[config.mk]
export PLATFORM = sky130hd
export DESIGN_NAME = ldst_arb
export DESIGN_NICKNAME = d
export VERILOG_FILES = /design/src/rtl/ldst_arb_pkg.sv /design/src/rtl/ldst_owner_fifo.sv /design/src/rtl/ldst_arb.sv
export SDC_FILE = /design/constraint.sdc
export NUM_CORES = 1
export LEC_CHECK = 0
export CORE_AREA = 2 2 111 113
export DETAILED_ROUTE_END_ITERATION = 8
export DIE_AREA = 0 0 113 115
export SKIP_CTS_REPAIR_TIMING = 1
export SLEW_MARGIN = 20
export SYNTH_ARGS = -nofsm -noshare
export SYNTH_HDL_FRONTEND = slang
export SYNTH_HIERARCHICAL = 1
export SYNTH_SLANG_ARGS = --single-unit
[constraint.sdc]
create_clock -name clk -period 3.3 [get_ports clk]
set_input_delay 0.33 -clock clk [delete_from_list [all_inputs] [get_ports clk]]
set_output_delay 0.33 -clock clk [all_outputs]
set_load 0.02 [all_outputs]
[src/rtl/ldst_arb_pkg.sv]
// rtl/ldst_arb_pkg.sv - shared types and constants for the load/store port arbiter
//
// Purpose : request payload struct, master index constants and a pointer-width
//           helper used by ldst_arb and ldst_owner_fifo.
// Ports   : none (package)
package ldst_arb_pkg;

    localparam int LDST_AW = 32;
    localparam int LDST_DW = 32;

    // Master indices as seen on the per-master vectors
    localparam logic LDST_M_IFU = 1'b0;
    localparam logic LDST_M_EXU = 1'b1;

    typedef struct packed {
        logic [LDST_AW-1:0]   addr;
        logic                 wr;
        logic [LDST_DW-1:0]   wdata;
        logic [LDST_DW/8-1:0] strb;
    } ldst_req_t;

    // Pointer width for a FIFO of the given depth; never narrower than one bit
    function automatic int ldst_ptr_w(input int depth);
        return (depth > 1) ? $clog2(depth) : 1;
    endfunction

endpackage

[src/rtl/ldst_owner_fifo.sv]
// rtl/ldst_owner_fifo.sv - owner-index FIFO recording which master issued each outstanding request
//
// Purpose : OST-deep FIFO of 1-bit master indices; full/empty come from the
//           registered count only, so a same-cycle pop never frees a slot for a push.
// Ports   : clk, rst (sync, active-high)
//           push, din   - enqueue the granted master index
//           pop, dout   - dequeue / current head index
//           full, empty - registered occupancy flags
module ldst_owner_fifo
    import ldst_arb_pkg::*;
#(
    parameter int OST = 2
) (
    input  logic clk,
    input  logic rst,
    input  logic push,
    input  logic din,
    input  logic pop,
    output logic dout,
    output logic full,
    output logic empty
);

    localparam int PW = ldst_ptr_w(OST);
    localparam int CW = $clog2(OST + 1);
    localparam int MD = 1 << PW;

    logic          mem [MD];
    logic [PW-1:0] wr_ptr;
    logic [PW-1:0] rd_ptr;
    logic [CW-1:0] count;
    logic          do_push;
    logic          do_pop;

    assign full    = (count == CW'(OST));
    assign empty   = (count == '0);
    assign do_push = push & ~full;
    assign do_pop  = pop & ~empty;
    assign dout    = mem[rd_ptr];

    // Pointers wrap modulo OST, which need not be a power of two
    function automatic logic [PW-1:0] ptr_inc(input logic [PW-1:0] p);
        return (p == PW'(OST - 1)) ? '0 : p + 1'b1;
    endfunction

    always_ff @(posedge clk) begin
        if (do_push) begin
            mem[wr_ptr] <= din;
        end
    end

    always_ff @(posedge clk) begin
        if (rst) begin
            wr_ptr <= '0;
            rd_ptr <= '0;
            count  <= '0;
        end else begin
            if (do_push) begin
                wr_ptr <= ptr_inc(wr_ptr);
            end
            if (do_pop) begin
                rd_ptr <= ptr_inc(rd_ptr);
            end
            case ({do_push, do_pop})
                2'b10:   count <= count + 1'b1;
                2'b01:   count <= count - 1'b1;
                default: count <= count;
            endcase
        end
    end

endmodule

[src/rtl/ldst_arb.sv]
// rtl/ldst_arb.sv - two-master round-robin arbiter for the shared load/store memory port
//
// Purpose : grants IFU (master 0) or EXU (master 1) onto the single memory
//           request port with round-robin tie-break and grant locking under
//           backpressure, and routes in-order responses back via an owner FIFO.
// Ports   : clk, rst (sync, active-high)
//           m_req_*    - per-master request (vld/rdy, addr, wr, wdata, strb)
//           m_rsp_*    - per-master response (vld/rdy) and shared data
//           s_req_*    - memory-side request, payload of the granted master
//           s_rsp_*    - memory-side response
//           rsp_orphan - sticky: a response arrived with nothing outstanding
module ldst_arb
    import ldst_arb_pkg::*;
#(
    parameter int AW  = 32,
    parameter int DW  = 32,
    parameter int OST = 2
) (
    input  logic                clk,
    input  logic                rst,
    input  logic [1:0]          m_req_vld,
    output logic [1:0]          m_req_rdy,
    input  logic [2*AW-1:0]     m_req_addr,
    input  logic [1:0]          m_req_wr,
    input  logic [2*DW-1:0]     m_req_wdata,
    input  logic [2*DW/8-1:0]   m_req_strb,
    output logic [1:0]          m_rsp_vld,
    input  logic [1:0]          m_rsp_rdy,
    output logic [DW-1:0]       m_rsp_data,
    output logic                s_req_vld,
    input  logic                s_req_rdy,
    output logic [AW-1:0]       s_req_addr,
    output logic                s_req_wr,
    output logic [DW-1:0]       s_req_wdata,
    output logic [DW/8-1:0]     s_req_strb,
    input  logic                s_rsp_vld,
    output logic                s_rsp_rdy,
    input  logic [DW-1:0]       s_rsp_data,
    output logic                rsp_orphan
);

    localparam int SW = DW / 8;

    logic last;
    logic lock;
    logic lock_id;
    logic gnt;
    logic full;
    logic empty;
    logic head;
    logic req_ok;
    logic rsp_ok;
    logic req_hs;
    logic rsp_hs;

    // A stalled request keeps its grant so the memory side sees a stable payload
    always_comb begin
        gnt = ~last;
        if (lock) begin
            gnt = lock_id;
        end else begin
            case (m_req_vld)
                2'b01:   gnt = LDST_M_IFU;
                2'b10:   gnt = LDST_M_EXU;
                default: gnt = ~last;
            endcase
        end
    end

    // Holding rst keeps every handshake output low
    assign req_ok    = ~full & ~rst;
    assign rsp_ok    = ~empty & ~rst;

    assign s_req_vld = m_req_vld[gnt] & req_ok;
    assign req_hs    = s_req_vld & s_req_rdy;

    always_comb begin
        m_req_rdy      = 2'b00;
        m_req_rdy[gnt] = s_req_rdy & req_ok;
    end

    assign s_req_addr  = gnt ? m_req_addr[2*AW-1:AW]  : m_req_addr[AW-1:0];
    assign s_req_wr    = gnt ? m_req_wr[1]            : m_req_wr[0];
    assign s_req_wdata = gnt ? m_req_wdata[2*DW-1:DW] : m_req_wdata[DW-1:0];
    assign s_req_strb  = gnt ? m_req_strb[2*SW-1:SW]  : m_req_strb[SW-1:0];

    always_comb begin
        m_rsp_vld       = 2'b00;
        m_rsp_vld[head] = s_rsp_vld & rsp_ok;
    end

    assign s_rsp_rdy  = m_rsp_rdy[head] & rsp_ok;
    assign rsp_hs     = s_rsp_vld & s_rsp_rdy;
    assign m_rsp_data = s_rsp_data;

    ldst_owner_fifo #(
        .OST (OST)
    ) u_owner_fifo (
        .clk   (clk),
        .rst   (rst),
        .push  (req_hs),
        .din   (gnt),
        .pop   (rsp_hs),
        .dout  (head),
        .full  (full),
        .empty (empty)
    );

    always_ff @(posedge clk) begin
        if (rst) begin
            last       <= 1'b1;
            lock       <= 1'b0;
            lock_id    <= 1'b0;
            rsp_orphan <= 1'b0;
        end else begin
            if (req_hs) begin
                last <= gnt;
                lock <= 1'b0;
            end else if (s_req_vld) begin
                lock    <= 1'b1;
                lock_id <= gnt;
            end
            if (s_rsp_vld && empty) begin
                rsp_orphan <= 1'b1;
            end
        end
    end

endmodule

==> results.py <==
metrics = {
    "run_status": {
        "status": "finished with violations",
        "failed_checks": "DRC",
    },
    "routing": {
        "wl_mm": 9.10,
        "post_drt_wl_per_cell_um": 17.5,
        "vias": 2111,
        "drc": 20,
        "ant_nets": 0,
        "first_iter_violations": 90,
        "drt-pass1-iter-count": 6,
        "vias_per_cell": 4.05,
    },
    "finish": {
        "antenna_cells": 0,
        "drive_gt1_share_pct": 26.2,
        "nFillCells": 1147,
        "final_common_cell": "clkdlybuf4s50_1",
        "layout_common_cells": "clkdlybuf4s50_1, mux2_4, dlymetal6s2s_1",
        "stdcell_count": 521,
        "synthToLayoutAreaGrowth_pct": 114,
        "post-route-util_pct": 37.2,
        "final_nets": 555,
    },
    "worst_hold_path": {
        "hold_path.class": "flop to flop",
        "holdPathEnd": "rsp_orphan",
        "hold_path_startpoint": "rsp_orphan",
        "min_path_cells": 2,
    },
    "floorplan": {
        "die_width_um": 113,
        "num_rows": 40,
        "die_area_mm2": 0.0130,
        "die_y_um": 115,
        "initial_utilization_pct": 17.4,
        "core-area_mm2": 0.0118,
        "ios": 286,
    },
    "worst_setup_path": {
        "critPathLaunchType": "primary input",
        "cpPeakStageDelay_ns": 0.59,
        "path_cells": "clkdlybuf4s50_1 > inv_1 > ha_1 > nor2b_2 > o31ai_4 > buf_12 > mux2_4 > clkdlybuf4s50_1",
        "crit_slowest_cell": "clkdlybuf4s50_1",
        "reg2reg_to": "u_owner_fifo/count[1]",
        "worst-path-buf-inv": 4,
        "path_delay_family": "buffers and inverters",
        "crit_path_end_kind": "output pin",
        "r2r_start": "last",
        "critPathKind": "primary input to output pin",
        "crit_fanout": 14,
        "crit_top_cell": "clkdlybuf4s50_1",
        "worstPathRequired_ns": 2.97,
        "worstRegToRegCells": 9,
        "reg2reg_slack_ns": 1.11,
        "cp.arrival_ns": 2.84,
    },
    "grt": {
        "grt_pass1_vias": 2115,
        "antenna_found_initial": 0,
        "grt_max_degree": 17,
        "grtUsageTotal_pct": 12.6,
        "grt_overflow": 0,
        "grt_pass1_wl_mm": 12.6,
    },
    "timing": {
        "timing.final.crit_share_pct": 96.1,
        "hold_viol_final": 0,
        "maxSlewHeadroom_pct": 66.8,
        "grt_setup_unrepaired": "no",
        "slew_violations": 0,
        "worst_slew_pin_slew_ns": 0.496,
        "setup_violations": 0,
        "setup_ws_ns": 0.130,
        "max_clock_freq_ghz": 0.315,
        "fin_crit_ns": 3.17,
        "clock_skew_ns": 0.00232,
    },
    "power": {
        "vdd_drop_max_mv": 0.218,
        "leakage_uw": 0.00237,
        "power-per-cell-area_mw_per_mm2": 305,
    },
    "yosys": {
        "async_flop_share_pct": 0,
        "synth_cell_types": 35,
        "synth-edff-count": 2,
        "ys_warn_count": 6,
        "syn_nets": 358,
        "ys.flop_type": "dfxtp_1",
        "synthCells": 178,
        "yosysSeqAreaShare_pct": 11.7,
        "synth_area_mm2": 0.00206,
        "ys_ff_latch": 11,
        "syn_avg_cell_area_um2": 11.5,
    },
    "clock_network": {
        "htreeDepth": 1,
        "root_buffer": "clkbuf_16",
        "cts_buffers": 3,
        "cts_tree": "built",
        "clkTransAtPathRegs_ns": 0.04,
        "cts_buffer_depth": 2,
        "clock_latency_ns": 0.25,
        "clkSinkCount": 11,
    },
    "place": {
        "dpl_worst_slack_ns": -0.0339,
        "portBuffers": 221,
        "gp_congestion": 0.859,
        "placed_cells": 517,
        "place_hpwl_mm": 7.57,
    },
    "job": {
        "maxCapViolations": 0,
    },
}
-- where the power goes --
part	switching (uW)	total (uW)	internal [uW]
sequential	6.16	152	145
clock	68.6	230	161
combinational	387	959	573
total	461	1340	879
-- synthesized netlist by cell type, drive strengths merged, types with 2 or more instances --
cell type	count	area (um2)
nor3	3	15.0
buf	41	412
or3	2	12.5
dfxtp	9	180
nand2	3	11.3
mux2i	2	20.0
nor2	11	41.3
ha	2	25.0
o21ai	3	15.0
xnor2	2	17.5
edfxtp	2	60.1
inv	7	26.3
mux2	70	1040
nor2b	2	15.0
nand2b	2	15.0
a21oi	4	20.0
-- worst max-delay path by stage --
stage / startpoint / end / slack (ns) / cells after the start
after floorplan: flop / u_owner_fifo/count[1] / 0.91 / 8
after global placement: m_req_vld[0] / s_req_wr / 0.009 / 9
after detailed placement: m_req_vld[0] / s_req_wdata[30] / -0.03 / 9
after CTS: m_req_vld[0] / s_req_strb[0] / -0.04 / 9
after global routing: m_req_vld[0] / s_req_addr[20] / 0.02 / 8
final: m_req_vld[0] / s_req_addr[20] / 0.13 / 8
-- worst reg2reg max path: cells and delay by family (launching register included) --
kind                       cells  cell delay (ns)
AOI/OAI and AO/OA              2             0.42
adders and majority gates      1             0.23
and+or+nand+nor                4             0.60
muxes                          1             0.30
DFF                            1             0.36
buffers and inverters          1             0.21
-- routing by layer --
layer  vias up  GRT usage [%]  wire length [um]
met5         -              0                 0
met4         0           3.01                76
met3         7           6.06              1270
met2       137           20.6              4340
met1       977           15.0              3420
li1        990              -                 -
-- final cells by class --
cell class	count	area (um2)	share of cell area (%)
inverters	7	26.3	0.597
clock inverters	1	5.00	0.114
repair buffers	233	2490	56.5
flip-flops and latches	11	240	5.46
multi-input cells	119	1380	31.4
clock buffers	3	75.1	1.71
well taps	147	184	4.18
-- state kept, by name, indices dropped and copies added, names as in the netlist, named ones only --
name                 count
last                     1
rsp_orphan               1
u_owner_fifo/count       2
u_owner_fifo/wr_ptr      1
u_owner_fifo/rd_ptr      1
lock_id                  1
u_owner_fifo/mem         2
lock                     1
-- cell families after synthesis --
group | after synthesis | synth area share [%]
AOI/OAI and AO/OA | 14 | 5.60
and+or+nand+nor | 28 | 7.37
xor gates and xnor gates | 3 | 1.28
adders and majority gates | 2 | 1.22
muxes | 72 | 51.6
buffers and inverters | 48 | 21.3
DFF | 11 | 11.7
-- through the flow --
| step | setup TNS (ns) | power [uW] | hold slack (ns) | area [um2] |
|---|---|---|---|---|
| after floorplan | 0 | 753 | 0.399 | 2060 |
| after global placement | 0 | 1130 | 0.458 | 4170 |
| after detailed placement | -0.172 | 1130 | 0.463 | 4170 |
| after CTS | -0.218 | 1370 | 0.487 | 4250 |
| after global routing | 0 | 1400 | 0.518 | 4400 |
| final | 0 | 1340 | 0.478 | 4400 |
Power figures use the tool's default switching activity.
